### src/rtl/fa_v1_pkg.sv
// Shared constants and golden-model helper for the fa_v1 ripple-carry adder.
// Optional feature macro: FA_V1_OVERFLOW_EN (signed overflow output).
package fa_v1_pkg;

  localparam int unsigned FA_V1_MAX_WIDTH = 64;

  // Full-width reference sum. Callers zero-extend narrower operands and take
  // bits [WIDTH:0] as {cout, sum}.
  function automatic logic [FA_V1_MAX_WIDTH:0] fa_v1_ref(
    input logic [FA_V1_MAX_WIDTH-1:0] a,
    input logic [FA_V1_MAX_WIDTH-1:0] b,
    input logic                       cin
  );
    logic [FA_V1_MAX_WIDTH:0] res;
    res = {1'b0, a} + {1'b0, b} + {{FA_V1_MAX_WIDTH{1'b0}}, cin};
    return res;
  endfunction

endpackage

### src/rtl/fa_v1_cell.sv
// Combinational 1-bit full adder cell; chained by fa_v1 into a ripple-carry adder.
module fa_v1_cell
  import fa_v1_pkg::*;
(
  input  logic a,
  input  logic b,
  input  logic c_in,
  output logic sum,
  output logic c_out
);

  assign sum   = a ^ b ^ c_in;
  assign c_out = (a & b) | (a & c_in) | (b & c_in);

endmodule

### src/rtl/fa_v1.sv
// WIDTH-bit ripple-carry adder with registered sum/carry and a one-cycle valid strobe.
// Optional: define FA_V1_OVERFLOW_EN to add the registered signed-overflow output ovf.
module fa_v1
  import fa_v1_pkg::*;
#(
  parameter int unsigned WIDTH = 1
) (
  input  logic             clk,
  input  logic             rst_n,
  input  logic             in_valid,
  input  logic [WIDTH-1:0] a,
  input  logic [WIDTH-1:0] b,
  input  logic             c_in,
  output logic [WIDTH-1:0] sum,
  output logic             c_out,
  output logic             out_valid
`ifdef FA_V1_OVERFLOW_EN
  ,
  output logic             ovf
`endif
);

  if (WIDTH < 1 || WIDTH > FA_V1_MAX_WIDTH) begin : g_bad_width
    $error("fa_v1: WIDTH must be within 1..64");
  end

  // carry[i] is the carry into bit i; carry[WIDTH] is the final carry out.
  logic [WIDTH:0]   carry;
  logic [WIDTH-1:0] sum_comb;

  assign carry[0] = c_in;

  for (genvar i = 0; i < WIDTH; i++) begin : g_cell
    fa_v1_cell u_cell (
      .a    (a[i]),
      .b    (b[i]),
      .c_in (carry[i]),
      .sum  (sum_comb[i]),
      .c_out(carry[i+1])
    );
  end

  logic [WIDTH-1:0] sum_d, sum_q;
  logic             c_out_d, c_out_q;
  logic             valid_d, valid_q;

  // Inputs are only looked at when in_valid is high, so X/Z on idle cycles
  // cannot reach the registers.
  always_comb begin
    sum_d   = sum_q;
    c_out_d = c_out_q;
    valid_d = 1'b0;
    if (in_valid) begin
      sum_d   = sum_comb;
      c_out_d = carry[WIDTH];
      valid_d = 1'b1;
    end
  end

  always_ff @(posedge clk or negedge rst_n) begin
    if (!rst_n) begin
      sum_q   <= '0;
      c_out_q <= 1'b0;
      valid_q <= 1'b0;
    end else begin
      sum_q   <= sum_d;
      c_out_q <= c_out_d;
      valid_q <= valid_d;
    end
  end

  assign sum       = sum_q;
  assign c_out     = c_out_q;
  assign out_valid = valid_q;

`ifdef FA_V1_OVERFLOW_EN
  logic ovf_d, ovf_q;

  // Signed overflow: carry into the MSB differs from carry out of it.
  always_comb begin
    ovf_d = ovf_q;
    if (in_valid) begin
      ovf_d = carry[WIDTH] ^ carry[WIDTH-1];
    end
  end

  always_ff @(posedge clk or negedge rst_n) begin
    if (!rst_n) begin
      ovf_q <= 1'b0;
    end else begin
      ovf_q <= ovf_d;
    end
  end

  assign ovf = ovf_q;
`endif

endmodule

### config.mk
export PLATFORM = sky130hd
export DESIGN_NAME = fa_v1
export DESIGN_NICKNAME = d
export VERILOG_FILES = /design/src/rtl/fa_v1_pkg.sv /design/src/rtl/fa_v1_cell.sv /design/src/rtl/fa_v1.sv
export SDC_FILE = /design/constraint.sdc
export NUM_CORES = 1
export LEC_CHECK = 0
export ABC_AREA = 1
export BUFFER_PORTS_ARGS = -buffer_cell sky130_fd_sc_hd__buf_2
export CAP_MARGIN = 20
export CORE_AREA = 4 4 41 43
export DETAILED_ROUTE_END_ITERATION = 10
export DIE_AREA = 0 0 45 47
export SKIP_LAST_GASP = 1
export SLEW_MARGIN = 0
export SYNTH_ARGS = -nofsm -noshare
export SYNTH_HDL_FRONTEND = slang
export SYNTH_HIERARCHICAL = 1
export SYNTH_SLANG_ARGS = --single-unit
### constraint.sdc
create_clock -name clk -period 0.9 [get_ports clk]
set_clock_uncertainty 0.2 [all_clocks]
set_input_delay 0.27 -clock clk [delete_from_list [all_inputs] [get_ports clk]]
set_output_delay 0.27 -clock clk [all_outputs]
set_load 0.01 [all_outputs]
==> impl_metrics.env, run 1 <==
export IMPL_status="finished, violations left"
export IMPL_violations="negative hold slack, negative setup slack"
export IMPL_wirelength_met1_um=116
export IMPL_grt_max_degree=5
export IMPL_fillers=153
export IMPL_cp_cell_sequence="buf_2"
export IMPL_finalSetupViolCount=5
export IMPL_cts_max_level=1
export IMPL_seq_power_share=0.323
export IMPL_powerDensity_nw_per_um2=1890
export IMPL_cpPeakStageDelay_ps=360
export IMPL_clk_pin_slew_worst_paths_ps=40
export IMPL_synth_area_per_cell_um2=11.0
export IMPL_clkLatencyLatePin_ps=230
export IMPL_areaGrowthSynthToFinish_pct=109
export IMPL_hp_class="input pin to register"
export IMPL_yosysSeqAreaShare=0.619
export IMPL_grt_pass1_vias=134
export IMPL_syn_inst=11
export IMPL_setup_ws_ps=-296
export IMPL_routedWlPerCell_um=7.29
export IMPL_crit_path_end_kind="primary output"
export IMPL_root_buffer="clkbuf_4"
export IMPL_gp_congestion=0.519
export IMPL_ys_seq_elements=3
export IMPL_synth_warnings=6
export IMPL_clockBufferDepth=2
export IMPL_tightest_slew_ps=75.3
export IMPL_hold_depth=1
export IMPL_dp_hpwl_um=239
export IMPL_cts_buffers=3
export IMPL_core_um2=1300
export IMPL_pre_cts_ws_ps=-389
export IMPL_highest_layer="met4"
export IMPL_cp_top_family="flip-flops"
export IMPL_fin_worst_hold_slack_ps=-13.4
export IMPL_switching_share=0.224
export IMPL_post_route_period_util=1.33
export IMPL_r2r_cells=4
export IMPL_drt_total_wl_um=306
export IMPL_slew_limit_headroom=0.950
export IMPL_path_class="register to primary output"
export IMPL_clock_sinks=3
export IMPL_antenna_diode_count=0
export IMPL_dr_wl_met3_um=43
export IMPL_worstPathRequired_ps=430
export IMPL_maxCapViolCount=0
export IMPL_rsz0062_at_grt="yes"
export IMPL_ant_nets=0
export IMPL_critPathLaunchType="register"
export IMPL_cts_tree="yes"
export IMPL_min_period_ps=1200
export IMPL_yosysUniqueCellTypes=4
export IMPL_drtIter0Drc=0
export IMPL_drt_vias_per_instance=3.10
export IMPL_combPwrFrac=0.195
export IMPL_hold_viol_final=1
export IMPL_fmax_mhz=836
export IMPL_critPathArrivalTime_ps=730
export IMPL_final_cell_mix="nand2_1 (6), buf_2 (6), dfrtp_1 (3), clkbuf_4 (3), buf_4 (3)"
export IMPL_drc=0
export IMPL_path_max_fanout=2
export IMPL_slew_viol_final=0
export IMPL_hold_buffers=1
export IMPL_dieArea_um2=2120
export IMPL_die_width_um=45
export IMPL_vias=130
export IMPL_ir_drop_mv=0.243
export IMPL_grt_overflow=0
export IMPL_io_buffers=8
export IMPL_num_io_pins=9
export IMPL_cp_num_buf_inv=1
export IMPL_p_leak_uw=0.000136
export IMPL_power_internal_uw=372
export IMPL_clockPowerShare=0.482
export IMPL_wl_met2_um=127
export IMPL_antenna_found_initial=0
export IMPL_cp_depth=1
export IMPL_p_switching_uw=107
export IMPL_power_total_uw=480
export IMPL_firstDrtPassIters=1
export IMPL_die_y_um=47
export IMPL_drive_above_1_share=0.556
export IMPL_fin_nets=35
export IMPL_fp_row_count=13
export IMPL_initial_core_util=0.0933
export IMPL_synth_net_count=18
export IMPL_grtUsageTotal=0.0444
export IMPL_grt_pass1_wl_um=517
export IMPL_cpMaxStageDelayCell="dfrtp_1"
export IMPL_syn_area_um2=121
export IMPL_tns_ps=-1040
## metal layers
layer,up-vias,global-route usage
met5,-,0
met4,0,0.105
met3,2,0.0115
met2,9,0.0508
met1,55,0.0390
li1,64,-
## worst reg2reg max path: stages (launching register included)
cell and delay, ps:
dfrtp_1 360, buf_4 130, buf_4 120, nand2_1 50, nand2_1 50
## power by group through the flow
stage / Sequential (uW) / Combinational (uW) / Clock (uW)
5_1_grt: 157 / 107 / 259
3_3_place_gp: 156 / 75.0 / 0
3_5_place_dp: 158 / 75.0 / 0
2_1_floorplan: 165 / 15.6 / 0
4_1_cts: 155 / 93.7 / 246
6_report: 155 / 93.8 / 231
## repair_timing
action / in CTS / in global routing
gates resized for setup: 2 / 1
buffers inserted: 2 / 0
hold endpoints to repair: 4 / 1
setup endpoints to repair: 5 / 5
gates cloned: 0 / 0
pin swaps: 5 / 3
## stage by stage
step                      cell area (um2)  hold slack (ps)   util  cells
after CTS                             248            -21.8  0.190     42
final                                 254            -13.4  0.195     42
after floorplan                       121             -226      -     11
after global placement                195             -134  0.150     36
after global routing                  254            -16.7  0.195     42
after detailed placement              195             -130  0.150     36
## flip-flops by register name, indices dropped and copies added (netlist names)
| register | count |
|---|---|
| sum | 1 |
| c_out | 1 |
| out_valid | 1 |
## worst paths after layout
check,from,endpoint,slack (ps)
setup / recovery,c_out,c_out,-300
hold / removal,in_valid,out_valid,-10
setup reg to reg,sum,sum,-110
hold reg to reg,c_out,c_out,350
max in group asynchronous,rst_n,sum,230
min in group asynchronous,rst_n,c_out,160
## cell usage after synthesis
cell | n | area (um2)
nand2_1 | 6 | 22.5
fa_1 | 1 | 20.0
dfrtp_1 | 3 | 75.1
inv_1 | 1 | 3.75
## area by class of cell
| cell class | instances | area, um2 | area share |
|---|---|---|---|
| Sequential cell | 3 | 75.1 | 0.296 |
| Tap cell | 15 | 18.8 | 0.0739 |
| Multi-Input combinational cell | 7 | 45.0 | 0.177 |
| Timing Repair Buffer | 12 | 85.1 | 0.335 |
| Clock buffer | 4 | 26.3 | 0.103 |
| Inverter | 1 | 3.75 | 0.0148 |
## cells by family after synthesis
group                    share of synthesized area
buffers and inverters                       0.0309
AND/OR/NAND/NOR                              0.186
adder cells (fa/ha/maj)                      0.165
flip-flops                                   0.619
Note: power is estimated with default switching activity, not from simulation.
==> run 2, diff against run 1 <==
--- a/config.mk
+++ b/config.mk
@@ -10,2 +10,4 @@
 export CAP_MARGIN = 20
+export CELL_PAD_IN_SITES_DETAIL_PLACEMENT = 0
+export CELL_PAD_IN_SITES_GLOBAL_PLACEMENT = 1
 export CORE_AREA = 4 4 41 43
@@ -13,2 +15,3 @@
 export DIE_AREA = 0 0 45 47
+export PLACE_DENSITY_LB_ADDON = 0.1
 export SKIP_LAST_GASP = 1
==> constraint.sdc (replaced) <==
create_clock -name clk -period 0.9 [get_ports clk]
set_clock_uncertainty 0.2 [all_clocks]
set_input_delay 0.09 -clock clk [delete_from_list [all_inputs] [get_ports clk]]
set_output_delay 0.09 -clock clk [all_outputs]
set_load 0.01 [all_outputs]
==> run 2 against run 1 <==
Compared with the run above:
- non-clock buffer count down 1
- sequential power about the same
- highest routed layer unchanged
- critical path type unchanged
- the flow still finishes with violations (negative hold slack, negative setup slack)
- maximum frequency up 16%
- utilization down 1.5 points
- final area down 7.9%
- die area unchanged
==> impl_metrics.env, run 2 (same netlist as run 1, synthesis figures left out) <==
export IMPL_cpMaxStageDelayCell="dfrtp_1"
export IMPL_fin_nets=34
export IMPL_setup_ws_ps=-130
export IMPL_ir_drop_mv=0.291
export IMPL_gp_congestion=0.525
export IMPL_clk_pin_slew_worst_paths_ps=40
export IMPL_cp_cell_sequence="buf_2"
export IMPL_crit_path_end_kind="primary output"
export IMPL_p_leak_uw=0.000126
export IMPL_initial_core_util=0.0933
export IMPL_path_class="register to primary output"
export IMPL_fillers=160
export IMPL_die_width_um=45
export IMPL_fin_area_um2=234
export IMPL_utilization=0.180
export IMPL_io_buffers=8
export IMPL_slew_limit_headroom=0.921
export IMPL_clock_sinks=3
export IMPL_r2r_slack_ps=0
export IMPL_cts_buffers=3
export IMPL_num_io_pins=9
export IMPL_grtUsageTotal=0.0428
export IMPL_antenna_diode_count=0
export IMPL_tightest_slew_ps=117
export IMPL_fp_row_count=13
export IMPL_drc=0
export IMPL_drt_vias_per_instance=2.93
export IMPL_cp_endpoint="c_out"
export IMPL_cp_top_family="flip-flops"
export IMPL_root_buffer="clkbuf_4"
export IMPL_min_period_ps=1030
export IMPL_grt_max_degree=5
export IMPL_core_um2=1300
export IMPL_powerDensity_nw_per_um2=1990
export IMPL_worstPathRequired_ps=610
export IMPL_rsz0062_at_grt="yes"
export IMPL_final_cell_mix="buf_2 (8), nand2_1 (6), dfrtp_1 (3), clkbuf_4 (3), dlygate4sd3_1 (2)"
export IMPL_die_y_um=47
export IMPL_grt_pass1_vias=138
export IMPL_slew_viol_final=0
export IMPL_startpoint="c_out"
export IMPL_grt_overflow=0
export IMPL_finalSetupViolCount=5
export IMPL_cts_tree="yes"
export IMPL_pre_cts_ws_ps=-182
export IMPL_drive_above_1_share=0.462
export IMPL_r2r_start="sum"
export IMPL_fmax_mhz=971
export IMPL_vias=120
export IMPL_cpPeakStageDelay_ps=370
export IMPL_status="finished, violations left"
export IMPL_critPathArrivalTime_ps=740
export IMPL_hold_viol_final=5
export IMPL_path_max_fanout=2
export IMPL_critPathLaunchType="register"
export IMPL_firstDrtPassIters=4
export IMPL_dp_hpwl_um=258
export IMPL_post_route_period_util=1.14
export IMPL_antenna_found_initial=0
export IMPL_clockBufferDepth=2
export IMPL_tns_ps=-524
export IMPL_final_common_cell="buf_2"
export IMPL_hp_class="input pin to register"
export IMPL_grt_pass1_wl_um=496
export IMPL_place_area_um2=180
export IMPL_fin_worst_hold_slack_ps=-71.1
export IMPL_drt_total_wl_um=343
export IMPL_dieArea_um2=2120
export IMPL_drtIter0Drc=5
export IMPL_clkLatencyLatePin_ps=230
export IMPL_maxCapViolCount=0
export IMPL_areaGrowthSynthToFinish_pct=92.8
export IMPL_cts_max_level=1
export IMPL_r2r_end="sum"
export IMPL_violations="negative hold slack, negative setup slack"
export IMPL_r2r_cells=3
export IMPL_cp_depth=1
export IMPL_ant_nets=0
export IMPL_cp_num_buf_inv=1
export IMPL_cts_resized=0
export IMPL_routedWlPerCell_um=8.37
-- run 2: cell types whose count changed in the layout (fill, tap and decap cells not counted), sizes merged --
cell         previous run  this run
buf                    11         9
dlygate4sd3             1         2
-- run 2: metal layers --
metal,wire [um],up-vias,share of wire,track usage
met5,0,-,0,0
met4,19,0,0.055,0.123
met3,44,2,0.13,0.0153
met2,145,9,0.42,0.0367
met1,134,47,0.39,0.0367
li1,-,62,-,-
-- run 2: layout make-up --
class / count / area (um2) / area share
Clock buffer: 4 / 26.3 / 0.112
Inverter: 1 / 3.75 / 0.0160
Multi-Input combinational cell: 7 / 42.5 / 0.182
Sequential cell: 3 / 75.1 / 0.321
Tap cell: 15 / 18.8 / 0.0802
Timing Repair Buffer: 11 / 67.6 / 0.289
-- run 2: report_power, final --
part | leakage (uW) | total [uW] | internal, uW | switching, uW
combinational | 0.0000755 | 73.9 | 39.9 | 34.0
clock | 0.0000150 | 235 | 166 | 69.3
sequential | 0.0000360 | 155 | 150 | 5.61
-- run 2: how the worst min path moves through the flow --
stage                     startpoint    end  slack, ps  cells after the start
final                       in_valid    sum        -70                      4
after global routing        in_valid  c_out        -30                      4
after CTS                      rst_n    sum        -10                      2
after detailed placement       rst_n    sum       -310                      1
after global placement         rst_n    sum       -310                      1
after floorplan                rst_n  c_out       -410                      0
-- run 2: through the flow --
| stage | power, uW | instances |
|---|---|---|
| after floorplan | 180 | 11 |
| after global placement | 215 | 34 |
| after detailed placement | 216 | 34 |
| after CTS | 482 | 41 |
| after global routing | 491 | 41 |
| final | 465 | 41 |
-- run 2: what timing repair did --
action | in CTS | in global routing
endpoints found under the hold margin | 6 | 3
setup endpoints to repair | 3 | 5
buffers inserted | 1 | 0
hold buffers | 2 | 1
==> run 3, diff against run 2 <==
Settings changed: SKIP_CTS_REPAIR_TIMING from default to 1.
Clock period 0.9 ns to 1 ns, I/O delays scaled along.
==> run 3 against run 2 <==
Compared with the run above:
- the flow still finishes with violations (negative hold slack, negative setup slack)
- hold slack worse by 110 ps
- final area is 4.3% lower
- first-iteration DRC count is 100% lower
- critical path depth stayed put
- critical path type unchanged
- largest power group unchanged
==> impl_metrics.env, run 3 (same netlist as run 1, synthesis figures left out) <==
export IMPL_status="finished, violations left"
export IMPL_violations="negative hold slack, negative setup slack"
export IMPL_firstDrtPassIters=1
export IMPL_seq_area_um2=75.1
export IMPL_drt_vias_per_instance=2.83
export IMPL_clkLatencyLatePin_ps=230
export IMPL_antenna_found_initial=0
export IMPL_slew_viol_final=0
export IMPL_min_period_ps=1040
export IMPL_r2r_end="sum"
export IMPL_cts_tree="yes"
export IMPL_hp_start="in_valid"
export IMPL_clock_sinks=3
export IMPL_multi_input_area_um2=42.5
export IMPL_die_width_um=45
export IMPL_powerDensity_nw_per_um2=1860
export IMPL_grt_pass1_vias=108
export IMPL_final_common_cell="buf_2"
export IMPL_drive_above_1_share=0.480
export IMPL_initial_core_util=0.0933
export IMPL_rsz0062_at_grt="yes"
export IMPL_drc=0
export IMPL_die_y_um=47
export IMPL_drt_total_wl_um=319
export IMPL_crit_path_end_kind="primary output"
export IMPL_dp_hpwl_um=252
export IMPL_fin_nets=33
export IMPL_cp_top_family="flip-flops"
export IMPL_areaGrowthSynthToFinish_pct=84.5
export IMPL_cp_num_buf_inv=1
export IMPL_cts_max_level=1
export IMPL_r2r_cells=3
export IMPL_fin_worst_hold_slack_ps=-176
export IMPL_final_cell_mix="buf_2 (8), nand2_1 (6), dfrtp_1 (3), clkbuf_4 (3)"
export IMPL_cpPeakStageDelay_ps=360
export IMPL_path_max_fanout=2
export IMPL_grt_pass1_wl_um=427
export IMPL_grt_overflow=0
export IMPL_ant_nets=0
export IMPL_cts_buffers=3
export IMPL_cp_cell_sequence="buf_2"
export IMPL_clk_pin_slew_worst_paths_ps=40
export IMPL_finalSetupViolCount=3
export IMPL_tightest_slew_ps=70.3
export IMPL_grt_max_degree=5
export IMPL_core_um2=1300
export IMPL_startpoint="c_out"
export IMPL_drtIter0Drc=0
export IMPL_clockBufferDepth=2
export IMPL_routedWlPerCell_um=7.98
export IMPL_cp_depth=1
export IMPL_maxCapViolCount=0
export IMPL_ir_drop_mv=0.285
export IMPL_post_route_period_util=1.04
export IMPL_antenna_diode_count=0
export IMPL_root_buffer="clkbuf_4"
export IMPL_num_io_pins=9
export IMPL_pre_cts_ws_ps=-106
export IMPL_cp_endpoint="c_out"
export IMPL_critPathArrivalTime_ps=740
export IMPL_io_buffers=8
export IMPL_p_leak_uw=0.000122
export IMPL_path_class="register to primary output"
export IMPL_r2r_start="sum"
export IMPL_vias=113
export IMPL_utilization=0.172
export IMPL_gp_congestion=0.520
export IMPL_fmax_mhz=964
export IMPL_dieArea_um2=2120
export IMPL_r2r_slack_ps=100
export IMPL_fillers=161
export IMPL_power_total_uw=416
export IMPL_grtUsageTotal=0.0356
export IMPL_setup_ws_ps=-37.4
export IMPL_slew_limit_headroom=0.953
export IMPL_cpMaxStageDelayCell="dfrtp_1"
export IMPL_hold_viol_final=6
export IMPL_worstPathRequired_ps=700
export IMPL_hp_class="input pin to register"
export IMPL_critPathLaunchType="register"
export IMPL_fp_row_count=13
-- run 3: cell types whose count changed in the layout (fill, tap and decap cells not counted) --
cell           delta
dlygate4sd3_1     -1
-- run 3: layout make-up --
class / instances / area share
Timing Repair Buffer: 10 / 0.257
Tap cell: 15 / 0.0838
Inverter: 1 / 0.0168
Clock buffer: 4 / 0.117
Sequential cell: 3 / 0.335
Multi-Input combinational cell: 7 / 0.190
-- run 3: worst min-delay path by stage --
stage,endpoint,depth (start not counted)
after floorplan,c_out,0
after global placement,sum,1
after detailed placement,sum,1
after CTS,c_out,1
after global routing,out_valid,1
final,out_valid,1
-- run 3: through the flow --
step           cell area (um2)  setup TNS [ps]  instances
2_1_floorplan              121               0         11
3_5_place_dp               180            -178         34
5_1_grt                    224            -150         40
4_1_cts                    206            -128         38
6_report                   224           -77.4         40
3_3_place_gp               180            -186         34
-- run 3: power breakdown --
part	internal, uW	total (uW)	switching [uW]
combinational	32.8	62.7	29.8
sequential	135	140	5.04
clock	150	214	64.2
total	317	416	99.0
-- run 3: worst register-to-register path: stages, from the launching register on --
cell and delay, ps:
dfrtp_1 360, buf_4 130, nand2_1 50, nand2_1 40
-- run 3: per-layer routing --
layer | wire length [um] | share of wire | GRT usage | up-vias
met3 | 50 | 0.16 | 0.0192 | 0
li1 | - | - | - | 59
met1 | 124 | 0.39 | 0.0343 | 45
met4 | 0 | 0 | 0.0877 | 0
met5 | 0 | 0 | 0 | -
met2 | 144 | 0.45 | 0.0282 | 9
